$ cat config.mk
export PLATFORM = sky130hd
export DESIGN_NAME = armleocpu_ifetch_responder
export DESIGN_NICKNAME = d
export VERILOG_FILES = /design/src/rtl/armleocpu_ifetch_responder.sv
export SDC_FILE = /design/constraint.sdc
export NUM_CORES = 1
export LEC_CHECK = 0
export ABC_CLOCK_PERIOD_IN_PS = 3800
export CORE_ASPECT_RATIO = 0.8
export CORE_MARGIN = 4
export CORE_UTILIZATION = 45
export DETAILED_ROUTE_END_ITERATION = 8
export PLACE_DENSITY = 0.76
export SETUP_SLACK_MARGIN = 0.2
export SYNTH_ARGS = -nofsm -noshare
export SYNTH_HDL_FRONTEND = slang
export SYNTH_SLANG_ARGS = --single-unit
$ cat constraint.sdc
create_clock -name clk -period 3.8 [get_ports clk]
set_input_delay 0.76 -clock clk [delete_from_list [all_inputs] [get_ports clk]]
set_output_delay 0.76 -clock clk [all_outputs]
set_load 0.05 [all_outputs]
$ cat src/rtl/armleocpu_ifetch_responder.sv
// armleocpu_ifetch_responder
//
// Responder end of the fetch-to-cache command interface. It replaces a full
// instruction cache in small configurations. A single line of LINE_WORDS
// words is buffered. EXECUTE hits are served from that line. On a miss the
// line is refilled over a burst memory port and the requested word is
// returned. FLUSH_ALL invalidates the line.
//
// Ports:
//   clk, rst_n            clock, asynchronous active-low reset
//   c_cmd, c_address      command and byte address. The initiator holds both
//                         stable until c_done.
//   c_done                one-cycle completion pulse
//   c_response            CACHE_RESPONSE_* code, meaningful with c_done
//   c_load_data           fetched word. It holds its value between responses.
//   m_req_valid/ready     burst request handshake
//   m_req_addr            line-aligned burst start address
//   m_resp_valid/data/error  LINE_WORDS in-order beats per accepted request
//   stat_hits/stat_misses (only with ARMLEOCPU_IFETCH_RESP_STATS_EN defined)
//                         wrapping 32-bit hit and miss counters
//
// Handshake semantics: a burst request transfers on a rising edge where
// m_req_valid and m_req_ready are both high. m_req_valid and m_req_addr stay
// constant from assertion until that edge. Every cycle with m_resp_valid
// high in FILL is exactly one beat. Beats outside FILL are ignored. On the
// command side, a command completes in the cycle c_done is high. A command
// presented in that same cycle is a new request.
//
// Optional feature macro: ARMLEOCPU_IFETCH_RESP_STATS_EN

module armleocpu_ifetch_responder #(
  parameter int LINE_WORDS = 4,
  parameter int LINE_IDX_W = $clog2(LINE_WORDS)
) (
  input  logic        clk,
  input  logic        rst_n,
  input  logic [3:0]  c_cmd,
  input  logic [31:0] c_address,
  output logic        c_done,
  output logic [3:0]  c_response,
  output logic [31:0] c_load_data,
`ifdef ARMLEOCPU_IFETCH_RESP_STATS_EN
  output logic [31:0] stat_hits,
  output logic [31:0] stat_misses,
`endif
  output logic        m_req_valid,
  input  logic        m_req_ready,
  output logic [31:0] m_req_addr,
  input  logic        m_resp_valid,
  input  logic [31:0] m_resp_data,
  input  logic        m_resp_error
);

  localparam logic [3:0] CACHE_CMD_NONE      = 4'd0;
  localparam logic [3:0] CACHE_CMD_EXECUTE   = 4'd1;
  localparam logic [3:0] CACHE_CMD_FLUSH_ALL = 4'd4;

  localparam logic [3:0] CACHE_RESPONSE_SUCCESS     = 4'd0;
  localparam logic [3:0] CACHE_RESPONSE_ACCESSFAULT = 4'd1;
  localparam logic [3:0] CACHE_RESPONSE_MISSALIGNED = 4'd3;
  localparam logic [3:0] CACHE_RESPONSE_UNKNOWNCMD  = 4'd4;

  localparam int TAG_W = 32 - 2 - LINE_IDX_W;
  localparam logic [LINE_IDX_W-1:0] LAST_BEAT = LINE_IDX_W'(LINE_WORDS - 1);

  typedef enum logic [1:0] {
    ST_IDLE    = 2'd0,
    ST_REQ     = 2'd1,
    ST_FILL    = 2'd2,
    ST_RESPOND = 2'd3
  } state_t;

  state_t state_q, state_d;

  logic                  line_valid_q;
  logic [TAG_W-1:0]      tag_q;
  logic [31:0]           line_q [LINE_WORDS];
  logic [LINE_IDX_W-1:0] beat_q;
  logic [LINE_IDX_W-1:0] req_idx_q;
  logic                  fill_err_q;
  logic [3:0]            resp_q;
  logic [31:0]           data_q;
  logic [31:0]           req_addr_q;

  logic [TAG_W-1:0]      addr_tag;
  logic [LINE_IDX_W-1:0] addr_idx;
  logic [TAG_W-1:0]      req_tag;

  assign addr_tag = c_address[31:2+LINE_IDX_W];
  assign addr_idx = c_address[2 +: LINE_IDX_W];
  assign req_tag  = req_addr_q[31:2+LINE_IDX_W];

  // Per-cycle decisions made by the FSM and applied by the datapath register.
  logic        resp_we, data_we;
  logic [3:0]  resp_d;
  logic [31:0] data_d;
  logic        do_hit, do_miss, do_flush, req_fire, beat_we, fill_ok;

  always_ff @(posedge clk or negedge rst_n) begin
    if (!rst_n) state_q <= ST_IDLE;
    else        state_q <= state_d;
  end

  always_comb begin
    state_d  = state_q;
    resp_we  = 1'b0;
    resp_d   = CACHE_RESPONSE_SUCCESS;
    data_we  = 1'b0;
    data_d   = data_q;
    do_hit   = 1'b0;
    do_miss  = 1'b0;
    do_flush = 1'b0;
    req_fire = 1'b0;
    beat_we  = 1'b0;
    fill_ok  = 1'b0;
    case (state_q)
      // RESPOND evaluates the incoming command exactly like IDLE. This gives
      // back-to-back hits one response per cycle.
      ST_IDLE, ST_RESPOND: begin
        state_d = ST_IDLE;
        case (c_cmd)
          CACHE_CMD_NONE: state_d = ST_IDLE;
          CACHE_CMD_EXECUTE: begin
            if (c_address[1:0] != 2'b00) begin
              state_d = ST_RESPOND;
              resp_we = 1'b1;
              resp_d  = CACHE_RESPONSE_MISSALIGNED;
            end else if (line_valid_q && (tag_q == addr_tag)) begin
              do_hit  = 1'b1;
              state_d = ST_RESPOND;
              resp_we = 1'b1;
              data_we = 1'b1;
              data_d  = line_q[addr_idx];
            end else begin
              do_miss = 1'b1;
              state_d = ST_REQ;
            end
          end
          CACHE_CMD_FLUSH_ALL: begin
            do_flush = 1'b1;
            state_d  = ST_RESPOND;
            resp_we  = 1'b1;
          end
          default: begin
            state_d = ST_RESPOND;
            resp_we = 1'b1;
            resp_d  = CACHE_RESPONSE_UNKNOWNCMD;
          end
        endcase
      end
      ST_REQ: begin
        if (m_req_ready) begin
          req_fire = 1'b1;
          state_d  = ST_FILL;
        end
      end
      ST_FILL: begin
        if (m_resp_valid) begin
          beat_we = 1'b1;
          if (beat_q == LAST_BEAT) begin
            state_d = ST_RESPOND;
            resp_we = 1'b1;
            if (!(fill_err_q || m_resp_error)) begin
              fill_ok = 1'b1;
              data_we = 1'b1;
              // The last beat is not in line_q yet, so it is forwarded
              // straight from the bus.
              data_d  = (req_idx_q == LAST_BEAT) ? m_resp_data : line_q[req_idx_q];
            end else begin
              resp_d = CACHE_RESPONSE_ACCESSFAULT;
            end
          end
        end
      end
      default: state_d = ST_IDLE;
    endcase
  end

  always_ff @(posedge clk or negedge rst_n) begin
    if (!rst_n) begin
      line_valid_q <= 1'b0;
      tag_q        <= '0;
      beat_q       <= '0;
      req_idx_q    <= '0;
      fill_err_q   <= 1'b0;
      resp_q       <= CACHE_RESPONSE_SUCCESS;
      data_q       <= '0;
      req_addr_q   <= '0;
    end else begin
      if (do_flush) line_valid_q <= 1'b0;
      // Capture the request on the miss decision. The burst and the final
      // word selection are then immune to c_cmd/c_address changing mid-fill.
      if (do_miss) begin
        req_addr_q <= {c_address[31:2+LINE_IDX_W], {(2+LINE_IDX_W){1'b0}}};
        req_idx_q  <= addr_idx;
      end
      if (req_fire) begin
        line_valid_q <= 1'b0;
        beat_q       <= '0;
        fill_err_q   <= 1'b0;
      end
      if (beat_we) begin
        beat_q     <= beat_q + 1'b1;
        fill_err_q <= fill_err_q | m_resp_error;
      end
      if (fill_ok) begin
        line_valid_q <= 1'b1;
        tag_q        <= req_tag;
      end
      if (resp_we) resp_q <= resp_d;
      if (data_we) data_q <= data_d;
    end
  end

  // Line storage has no reset. line_valid_q guards every read.
  always_ff @(posedge clk) begin
    if (beat_we) line_q[beat_q] <= m_resp_data;
  end

`ifdef ARMLEOCPU_IFETCH_RESP_STATS_EN
  always_ff @(posedge clk or negedge rst_n) begin
    if (!rst_n) begin
      stat_hits   <= '0;
      stat_misses <= '0;
    end else begin
      if (do_hit)  stat_hits   <= stat_hits + 32'd1;
      if (do_miss) stat_misses <= stat_misses + 32'd1;
    end
  end
`endif

  assign c_done      = (state_q == ST_RESPOND);
  assign c_response  = resp_q;
  assign c_load_data = data_q;
  assign m_req_valid = (state_q == ST_REQ);
  assign m_req_addr  = req_addr_q;

endmodule

* Word-level counts from Yosys, hierarchy flattened *
Memories as Yosys holds them, arrays and structs flattened.
Index checks and enable logic that the tools add are counted.

cells by class
  equality and inequality tests = 15
  add/subtract/negate cells = 1
  reductions and logical operators = 12
  bitwise operators = 1
  muxes and demuxes = 53

operator list
  cell                   count
  $mux W32               7
  $pmux W32 S2           1
  $mux W1                30
  $eq A28 B28 Y1         1
  $mux W2                8
  $pmux W3 S2            2
  $ne A2 B2 Y1 const B   5
  $eq A2 B2 Y1 const B   4
  $reduce_and A8 Y1      1
  $pmux W1 S2            3
  $pmux W2 S3            1
  $reduce_bool A2 Y1     3
  $eq A4 B1 Y1 const B   1
  $eq A4 B3 Y1 const B   1
  $logic_not A4 Y1       1
  $ne A2 B1 Y1 const B   2
  $pmux W2 S2            1
  $reduce_or A2 Y1       2
  $reduce_and A3 Y1      1
  $reduce_bool A3 Y1     1
  $add A2 B1 Y2 const B  1
  $eq A2 B1 Y1 const B   1
  $logic_not A2 Y1       1
  $logic_and A1 B1 Y1    1
  2 further kinds        2

word-level totals
  bits in registers = 100
  logic and storage cells = 92
  RAM bits = 128
  memories = 1
  bits of input ports = 73

memory list
  name    depth  width  read ports  clocked after memory_dff  write ports  RTL line  source
  line_q  4      32     2           0                         1            77        logic [31:0] line_q [LINE_WORDS];

* Logic depth before layout (Yosys ltp) *
Gate-level depths: netlist (run 1).

  depth in word-level cells = 7
  mapped depth = 11
  mapped depth without buffers = 9

* Worst setup path after synthesis (run 1) *
OpenSTA, ideal clock, no wires.

  path kind = input -> register
  start = in m_resp_valid
  end = reg data_q[10], in the netlist c_load_data[10]
  setup slack = 0.653 ns
  stages = 9
  data arrival time = 3.022 ns
  setup time = 0.125 ns
  required time = 3.675 ns
  path buffers = 2
  path through = clkbuf_1 > nand3_1 > inv_1 > nand2_1 > nor2_1 > a41oi_1 > a211oi_2 > buf_4 > mux2_2

between the ends
  cells in the longest elaborated chain, start to end = 3
  elaborated cells on any way between the ends = 4
  those cells by class = eq/ne: 1; mux: 2; reduce/logical: 1

RTL lines
  element                               RTL line  source
  start: declaration                    49        input logic m_resp_valid,
  $mux W1                               158       if (m_resp_valid) begin
  $pmux W1 S2                           116       case (state_q)
  $reduce_and A8 Y1 (no source line) *  --
  end signal: assignment                211       if (data_we) data_q <= data_d;
  end: declaration                      82        logic [31:0] data_q;

Every way passes the cells marked *; elsewhere a longest branch is shown, timed or not.
A chain may end at the register's enable or synchronous reset.

* Final worst setup path (run 1) *
  start = in c_address[7]
  end = reg data_q[14], in the netlist c_load_data[14]

between the ends
  cells in the longest elaborated chain, start to end = 7
  elaborated cells on any way between the ends = 8
  those cells by class = eq/ne: 2; mux: 4; reduce/logical: 2

RTL lines
  element                               RTL line  source
  start: declaration                    38        input logic [31:0] c_address,
  $eq A28 B28 Y1 *                      128       end else if (line_valid_q && (tag_q == addr_tag)) begin
  $logic_and A1 B1 Y1 *                 128
  $mux W1                               128
  $mux W1                               124       if (c_address[1:0] != 2'b00) begin
  $mux W1                               121       case (c_cmd)
  $pmux W1 S2                           116
  $reduce_and A8 Y1 (no source line) *  --

Marked as above.

==> results of run 1 <==
==> routing by layer <==
layer,track usage,vias to the layer above,part of all wire
met4,0.0599,0,0.033
met2,0.308,161,0.50
li1,-,2489,-
met5,0,-,0
met3,0.0258,45,0.040
met1,0.244,2942,0.43
==> worst paths after layout <==
| kind | from | endpoint | cells past startpoint |
|---|---|---|---|
| worst min register to register | c_load_data[1]$_DFFE_PN0P_ | c_load_data[1]$_DFFE_PN0P_ | 1 |
| worst max register to register | tag_q[3]$_DFFE_PN0P_ | c_load_data[14]$_DFFE_PN0P_ | 7 |
| worst min-delay path | rst_n | m_req_addr[18]$_DFFE_PN0P_ | 1 |
| min in group clk | c_load_data[1]$_DFFE_PN0P_ | c_load_data[1]$_DFFE_PN0P_ | 1 |
| max in group asynchronous | rst_n | tag_q[12]$_DFFE_PN0P_ | 2 |
| worst max-delay path | c_address[7] | c_load_data[14]$_DFFE_PN0P_ | 8 |
==> state kept, by name (all words and copies together) (netlist names) <==
| register | flops |
|---|---|
| c_response | 3 |
| line_q | 128 |
| c_load_data | 32 |
| state_q | 2 |
| line_valid_q | 1 |
| tag_q | 28 |
| m_req_addr | 28 |
| fill_err_q | 1 |
| req_idx_q | 2 |
| beat_q | 2 |
==> layout make-up <==
cell class / count / share of cell area
Antenna cell: 1 / 0.000200
Clock buffer: 39 / 0.0548
Clock inverter: 5 / 0.00289
Inverter: 8 / 0.00239
Multi-Input combinational cell: 295 / 0.288
Sequential cell: 227 / 0.504
Tap cell: 300 / 0.0299
Timing Repair Buffer: 148 / 0.118
==> worst max-delay path, stage by stage <==
cell and delay (ps):
clkdlybuf4s50_1 450, xnor2_1 390, nand4_1 170, nor4_1 650
a41oi_1 280, a211oi_4 290, buf_12 260, mux2_2 380
==> cell families after synthesis <==
kind of cell               count (synthesis)
DFF                                      227
other                                      1
xor gates and xnor gates                  28
muxes                                    189
AOI/OAI and AO/OA                         16
adders and majority gates                  7
and+or+nand+nor                           50
buffers and inverters                     44
==> layout by cell type, fill, tap and decap left out, types with 3 or more instances in the layout <==
cell and count:
conb_1 5, buf_4 9, clkdlybuf4s50_1 134, clkbuf_16 24, xnor2_1 28, dfrtp_1 97
clkbuf_1 12, edfxtp_1 128, mux2_4 5, nor2_1 6, mux4_2 64, clkbuf_8 3
inv_1 7, a21oi_1 5, nand2_1 9, and3_2 3, nand4_1 11, o21ai_0 4
nand3_1 11, clkinv_2 4, mux2_2 118, a31oi_1 3, buf_12 3, ha_1 6
==> power by group through the flow <==
stage                     registers [mW]  logic, mW  clock network [mW]
final                               3.23       2.16                2.15
after CTS                           3.24       2.18                2.20
after floorplan                     3.63       1.07                   0
after global routing                3.28       2.29                2.32
after global placement              3.25       2.13                   0
after detailed placement            3.28       2.18                   0
==> metrics by stage <==
| stage | instance area, sq um | total power, mW | cells | setup WS, ps | util |
|---|---|---|---|---|---|
| 6_report | 12500 | 7.54 | 1023 | 530 | 0.574 |
| 5_1_grt | 12500 | 7.89 | 1023 | 400 | 0.574 |
| 4_1_cts | 12500 | 7.63 | 1022 | 544 | 0.573 |
| 3_5_place_dp | 11800 | 5.46 | 978 | 49.9 | 0.540 |
| 3_3_place_gp | 11800 | 5.39 | 978 | 136 | 0.540 |
| 2_1_floorplan | 10100 | 4.70 | 566 | 653 | - |
==> flow_metrics.env, run 1 <==
export IMPL_outcome="finished, final reports clean"
export IMPL_clkPwrFrac=0.285
export IMPL_finClkSkew_ps=9.77
export IMPL_cts_setup_buffers=0
export IMPL_intPower_mw=5.18
export IMPL_crit_path_max_fanout=32
export IMPL_crit_arrival_ps=3660
export IMPL_insertion_delay_ps=510
export IMPL_switchingPower_mw=2.35
export IMPL_required_ps=4190
export IMPL_ant_nets=0
export IMPL_synthMuxAreaShare=0.283
export IMPL_synth_edf_count=128
export IMPL_yosysMostFrequentCell="edfxtp_1"
export IMPL_clockRootBuffer="clkbuf_16"
export IMPL_gp_congestion=0.875
export IMPL_rsz0062_at_grt="false"
export IMPL_yosysSeqAreaShare=0.625
export IMPL_die_h_um=142
export IMPL_drive_gt1_frac=0.335
export IMPL_async_flop_share=0.436
export IMPL_power_share_combinational=0.286
export IMPL_netlist_instances=562
export IMPL_syn2layout_area_growth_pct=23.9
export IMPL_cts_max_level=1
export IMPL_power_density_nw_per_um2=601
export IMPL_p_leak_nw=4.68
export IMPL_synth_cell_types=34
export IMPL_routed_via_count=5637
export IMPL_crit_type="in2reg"
export IMPL_antenna_found_initial=1
export IMPL_synth_seq_cells=227
export IMPL_cts_path_max_buffers=3
export IMPL_grt_pass1_vias=6360
export IMPL_hpwlAfterDp_um=14300
export IMPL_min_period_over_period=0.860
export IMPL_hp_class="in2async"
export IMPL_swShare=0.312
export IMPL_synthAdderAreaFrac=0.00865
export IMPL_grt_max_degree=76
export IMPL_fmax_mhz=306
export IMPL_netlist_top_cells_count="128 x edfxtp_1, 118 x mux2_2, 99 x dfrtp_1"
export IMPL_synth_top_family_by_area="multiplexers"
export IMPL_start_util=0.463
export IMPL_dieWidth_um=176
export IMPL_synth_top_area_cell="edfxtp_1"
export IMPL_synth_compound_area_frac=0.0100
export IMPL_drt_iter0_drc=288
export IMPL_tns_ps=0
export IMPL_rows=48
export IMPL_drt_wirelength_per_cell_um=21.8
export IMPL_nets=784
export IMPL_grt_pass1_wl_um=35600
export IMPL_grt_usage=0.181
export IMPL_cts_num_sinks=227
export IMPL_hold_viol=0
export IMPL_cap_viol_max_count=0
export IMPL_synthesis_area_sq_um=10100
export IMPL_drc=0
export IMPL_holdWs_ps=434
export IMPL_seq_power_share=0.429
export IMPL_slew_violations=0
export IMPL_drtPass1Iterations=4
export IMPL_ys_warnings_count=0
export IMPL_r2r_slack_ps=850
export IMPL_setup_violations=0
export IMPL_cp_start_kind="primary input"
export IMPL_period_minus_slack_ps=3270
export IMPL_cts_tree="yes"
export IMPL_syn_avg_cell_area_sq_um=18.0
export IMPL_overflow=0
export IMPL_cts_clk_slew_worst_paths_ps=60
export IMPL_cts_buffers=24
export IMPL_fill_cells=1668
export IMPL_cts_hold_buffers=0
export IMPL_synth_xor_area_share=0.0242
export IMPL_synthSimpleGateAreaFrac=0.0271
export IMPL_maxSlewHeadroom=0.306
export IMPL_synth_top_cells_by_area="edfxtp_1 38%, dfrtp_1 24%, mux4_2 14%"
export IMPL_cts_resized=0
export IMPL_multi_input_area_sq_um=3610
export IMPL_cp_end_kind="register"
export IMPL_design_core_area_sq_um=21900
export IMPL_worstMarginPinSlew_ps=1040
export IMPL_synth_top_area_share=0.380
export IMPL_seq_area_sq_um=6320
export IMPL_wl_um=22300
export IMPL_dieArea_sq_um=25000
export IMPL_port_buffers=137
export IMPL_peakVddDrop_mv=0.285
export IMPL_viasPerCell=5.51
export IMPL_synth_flop_cell="edfxtp_1"
export IMPL_ios=143
Note: power is estimated with default switching activity, not from simulation.
==> run 2: changes to the inputs <==
--- a/config.mk
+++ b/config.mk
@@ -12,6 +12,7 @@
 export DETAILED_ROUTE_END_ITERATION = 8
 export PLACE_DENSITY = 0.76
 export SETUP_SLACK_MARGIN = 0.2
+export SLEW_MARGIN = 20
 export SYNTH_ARGS = -nofsm -noshare
 export SYNTH_HDL_FRONTEND = slang
 export SYNTH_SLANG_ARGS = --single-unit
==> flow_metrics.env, run 2 (same netlist as run 1, synthesis figures left out) <==
export IMPL_outcome="finished, final reports clean"
export IMPL_seq_area_sq_um=6320
export IMPL_viasPerCell=5.52
export IMPL_switchingPower_mw=2.35
export IMPL_maxSlewHeadroom=0.357
export IMPL_period_minus_slack_ps=3280
export IMPL_grt_pass1_vias=6360
export IMPL_total_power_mw=7.54
export IMPL_drt_wirelength_per_cell_um=21.9
export IMPL_crit_arrival_ps=3670
export IMPL_grt_max_degree=76
export IMPL_grt_usage=0.181
export IMPL_fill_cells=1669
export IMPL_cts_setup_buffers=0
export IMPL_cts_tree="yes"
export IMPL_cp_start_kind="primary input"
export IMPL_cts_resized=0
export IMPL_slew_violations=0
export IMPL_worstMarginPinSlew_ps=964
export IMPL_fin_util=0.574
export IMPL_dieArea_sq_um=25000
export IMPL_hpwlAfterDp_um=14300
export IMPL_seq_power_share=0.429
export IMPL_intPower_mw=5.18
export IMPL_regToRegStartpoint="tag_q[3]$_DFFE_PN0P_"
export IMPL_syn2layout_area_growth_pct=23.9
export IMPL_clockRootBuffer="clkbuf_16"
export IMPL_die_h_um=142
export IMPL_rsz0062_at_grt="false"
export IMPL_min_period_over_period=0.862
export IMPL_clkPwrFrac=0.285
export IMPL_cts_clk_slew_worst_paths_ps=60
export IMPL_antenna_found_initial=1
export IMPL_p_leak_nw=4.68
export IMPL_top_register="line_q"
export IMPL_swShare=0.312
export IMPL_cts_path_max_buffers=3
export IMPL_setup_violations=0
export IMPL_cts_max_level=1
export IMPL_layout_commonest_cell="clkdlybuf4s50_1"
export IMPL_wl_um=22400
export IMPL_fmax_mhz=305
export IMPL_power_density_nw_per_um2=601
export IMPL_overflow=0
export IMPL_final_cell_mix="134 x clkdlybuf4s50_1, 128 x edfxtp_1, 118 x mux2_2"
export IMPL_drt_iter0_drc=307
export IMPL_ios=143
export IMPL_cp_end_kind="register"
export IMPL_design_core_area_sq_um=21900
export IMPL_grt_pass1_wl_um=35600
export IMPL_dieWidth_um=176
export IMPL_cts_hold_buffers=0
export IMPL_drc=0
export IMPL_finClkSkew_ps=9.95
export IMPL_peakVddDrop_mv=0.285
export IMPL_hp_class="in2async"
export IMPL_required_ps=4190
export IMPL_largest_register_ffs=128
export IMPL_power_share_combinational=0.286
export IMPL_drive_gt1_frac=0.335
export IMPL_routed_via_count=5646
export IMPL_hold_viol=0
export IMPL_crit_path_max_fanout=32
export IMPL_crit_start="c_address[7]"
export IMPL_rows=48
export IMPL_cts_num_sinks=227
export IMPL_tns_ps=0
export IMPL_ant_nets=0
export IMPL_crit_type="in2reg"
export IMPL_port_buffers=137
export IMPL_cts_buffers=24
export IMPL_gp_congestion=0.875
export IMPL_cap_viol_max_count=0
export IMPL_drtPass1Iterations=4
export IMPL_start_util=0.463
export IMPL_multi_input_area_sq_um=3610
export IMPL_nets=784
export IMPL_insertion_delay_ps=510
-- run 2: cell counts in the layout (fill, tap and decap cells not counted) --
Identical to the previous run, type by type.
-- run 2: layer usage --
metal	track usage	vias up	part of all wire
met5	0	-	0
met4	0.0599	0	0.033
met2	0.308	163	0.50
met3	0.0258	47	0.042
li1	-	2492	-
met1	0.244	2944	0.43
-- run 2: final timing paths --
| kind | cells past startpoint | slack, ps | endpoint |
|---|---|---|---|
| setup / recovery | 8 | 520 | c_load_data[14]$_DFFE_PN0P_ |
| hold / removal | 1 | 290 | m_req_addr[14]$_DFFE_PN0P_ |
| setup reg to reg | 7 | 850 | c_load_data[14]$_DFFE_PN0P_ |
| hold reg to reg | 1 | 510 | c_load_data[1]$_DFFE_PN0P_ |
| max in group asynchronous | 2 | 2660 | tag_q[12]$_DFFE_PN0P_ |
| min in group clk | 1 | 510 | c_load_data[1]$_DFFE_PN0P_ |
-- run 2: through the flow --
step	hold slack (ps)	cell area [sq um]	setup slack, ps	std cells
final	287	12500	523	1023
after global routing	353	12500	400	1023
after CTS	477	12500	544	1022
after detailed placement	496	11800	49.9	978
after global placement	490	11800	136	978
after floorplan	464	10100	653	566
-- run 2: power groups by stage --
stage	Sequential (mW)	Clock, mW	Combinational (mW)
4_1_cts	3.24	2.20	2.18
2_1_floorplan	3.63	0	1.07
6_report	3.23	2.15	2.16
3_3_place_gp	3.25	0	2.13
3_5_place_dp	3.28	0	2.18
5_1_grt	3.28	2.32	2.29
-- run 2: worst max-delay path: stages --
cell and delay (ps):
clkdlybuf4s50_1 450, xnor2_1 390, nand4_1 170, nor4_1 660, a41oi_1 280, a211oi_4 290, buf_12 270, mux2_2 380
-- run 2: final cells by class --
type                    count  area share
diodes                      1    0.000200
clock buffers              39      0.0548
clock inverters             5     0.00289
inverters                   8     0.00239
multi-input cells         295       0.287
flip-flops and latches    227       0.504
well taps                 300      0.0299
repair buffers            148       0.118
==> run 3: changes to the inputs <==
--- a/config.mk
+++ b/config.mk
@@ -8,9 +8,9 @@
 export ABC_CLOCK_PERIOD_IN_PS = 3800
 export CORE_ASPECT_RATIO = 0.8
 export CORE_MARGIN = 4
-export CORE_UTILIZATION = 45
+export CORE_UTILIZATION = 35
 export DETAILED_ROUTE_END_ITERATION = 8
-export PLACE_DENSITY = 0.76
+export PLACE_DENSITY = 0.63
 export SETUP_SLACK_MARGIN = 0.2
 export SLEW_MARGIN = 20
 export SYNTH_ARGS = -nofsm -noshare
==> flow_metrics.env, run 3 (same netlist as run 1, synthesis figures left out) <==
export IMPL_final_cell_mix="134 x clkdlybuf4s50_1, 128 x edfxtp_1, 118 x mux2_2"
export IMPL_multi_input_area_sq_um=3610
export IMPL_finClkSkew_ps=9.42
export IMPL_layout_commonest_cell="clkdlybuf4s50_1"
export IMPL_n_antenna_cell=0
export IMPL_drt_wirelength_per_cell_um=21.5
export IMPL_peakVddDrop_mv=0.293
export IMPL_cp_end_kind="primary output"
export IMPL_setup_violations=0
export IMPL_crit_type="reg2out"
export IMPL_routed_via_count=5634
export IMPL_die_h_um=160
export IMPL_port_buffers=137
export IMPL_cts_clk_slew_worst_paths_ps=60
export IMPL_period_minus_slack_ps=2970
export IMPL_cts_buffers=24
export IMPL_grt_pass1_wl_um=36800
export IMPL_maxSlewHeadroom=0.341
export IMPL_insertion_delay_ps=510
export IMPL_gp_congestion=0.801
export IMPL_r2r_end="c_response[0]$_DFFE_PN0P_"
export IMPL_fill_cells=2455
export IMPL_seq_area_sq_um=6320
export IMPL_setup_ws_ps=827
export IMPL_nets=790
export IMPL_dieArea_sq_um=31700
export IMPL_cp_start_kind="register"
export IMPL_clkPwrFrac=0.311
export IMPL_largest_register_ffs=128
export IMPL_intPower_mw=5.48
export IMPL_start_util=0.356
export IMPL_grt_max_degree=60
export IMPL_cts_path_max_buffers=3
export IMPL_ant_nets=0
export IMPL_swShare=0.305
export IMPL_drc=0
export IMPL_cts_num_sinks=227
export IMPL_seq_power_share=0.410
export IMPL_wl_um=23600
export IMPL_cts_resized=0
export IMPL_syn2layout_area_growth_pct=26.5
export IMPL_slew_violations=0
export IMPL_grt_pass1_vias=6360
export IMPL_power_share_combinational=0.279
export IMPL_reg2reg_depth=8
export IMPL_hpwlAfterDp_um=15700
export IMPL_grt_usage=0.148
export IMPL_drt_iter0_drc=311
export IMPL_regToRegStartpoint="state_q[0]$_DFFE_PN0P_"
export IMPL_drtPass1Iterations=4
export IMPL_crit_path_max_fanout=7
export IMPL_fmax_mhz=336
export IMPL_ios=143
export IMPL_holdWs_ps=323
export IMPL_total_power_mw=7.88
export IMPL_cap_viol_max_count=0
export IMPL_overflow=0
export IMPL_cts_tree="yes"
export IMPL_required_ps=3040
export IMPL_drive_gt1_frac=0.345
export IMPL_clockRootBuffer="clkbuf_16"
export IMPL_viasPerCell=5.13
export IMPL_hp_class="in2async"
export IMPL_switchingPower_mw=2.40
export IMPL_rows=55
export IMPL_rsz0062_at_grt="false"
export IMPL_p_leak_nw=4.77
export IMPL_r2r_slack_ps=1160
export IMPL_cts_max_level=1
export IMPL_power_density_nw_per_um2=615
export IMPL_design_core_area_sq_um=28400
export IMPL_dieWidth_um=198
export IMPL_worstMarginPinSlew_ps=989
export IMPL_min_period_over_period=0.782
export IMPL_cts_setup_buffers=0
export IMPL_crit_arrival_ps=2210
export IMPL_outcome="finished, final reports clean"
export IMPL_antenna_found_initial=0
export IMPL_top_register="line_q"
export IMPL_hold_viol=0
export IMPL_cts_hold_buffers=0
export IMPL_tns_ps=0
export IMPL_place_ws_ps=348
==> run 3: layout make-up <==
class,instances,share of cell area
Clock inverter,11,0.0120
Timing Repair Buffer,154,0.121
Tap cell,370,0.0362
Clock buffer,33,0.0528
Sequential cell,227,0.494
Multi-Input combinational cell,295,0.282
Inverter,8,0.00235
==> run 3: worst max-delay path by stage <==
stage | slack (ps) | cells past startpoint | startpoint | endpoint
after CTS | 780 | 3 | state_q[1]$_DFFE_PN0P_ | m_req_valid
after floorplan | 650 | 9 | m_resp_valid | c_load_data[10]$_DFFE_PN0P_
after detailed placement | 350 | 8 | c_address[8] | m_req_addr[19]$_DFFE_PN0P_
after global routing | 690 | 3 | state_q[1]$_DFFE_PN0P_ | m_req_valid
final | 830 | 3 | state_q[1]$_DFFE_PN0P_ | m_req_valid
after global placement | 300 | 8 | c_address[8] | m_req_addr[19]$_DFFE_PN0P_
==> run 3: metal layers <==
layer,vias up,global-route usage,share of wire
li1,2502,-,-
met1,2967,0.202,0.44
met2,130,0.245,0.50
met3,35,0.0266,0.044
met4,0,0.0379,0.022
met5,-,0,0
==> run 3: critical path, cell delays in order, from the launching register on <==
cell,delay [ps]
dfrtp_1,420
inv_1,70
ha_1,340
clkdlybuf4s50_1,880
==> run 3: power groups by stage <==
stage          clock (mW)  combinational, mW  sequential (mW)
5_1_grt              2.62               2.33             3.27
2_1_floorplan           0               1.07             3.63
3_5_place_dp            0               2.22             3.28
4_1_cts              2.52               2.23             3.24
6_report             2.45               2.20             3.23
3_3_place_gp            0               2.19             3.26
==> run 3: through the flow <==
stage          instances  cell area [sq um]  utilization
2_1_floorplan        566              10100            -
3_3_place_gp        1054              12000        0.421
3_5_place_dp        1054              12000        0.421
4_1_cts             1098              12800        0.450
5_1_grt             1098              12800        0.450
6_report            1098              12800        0.450
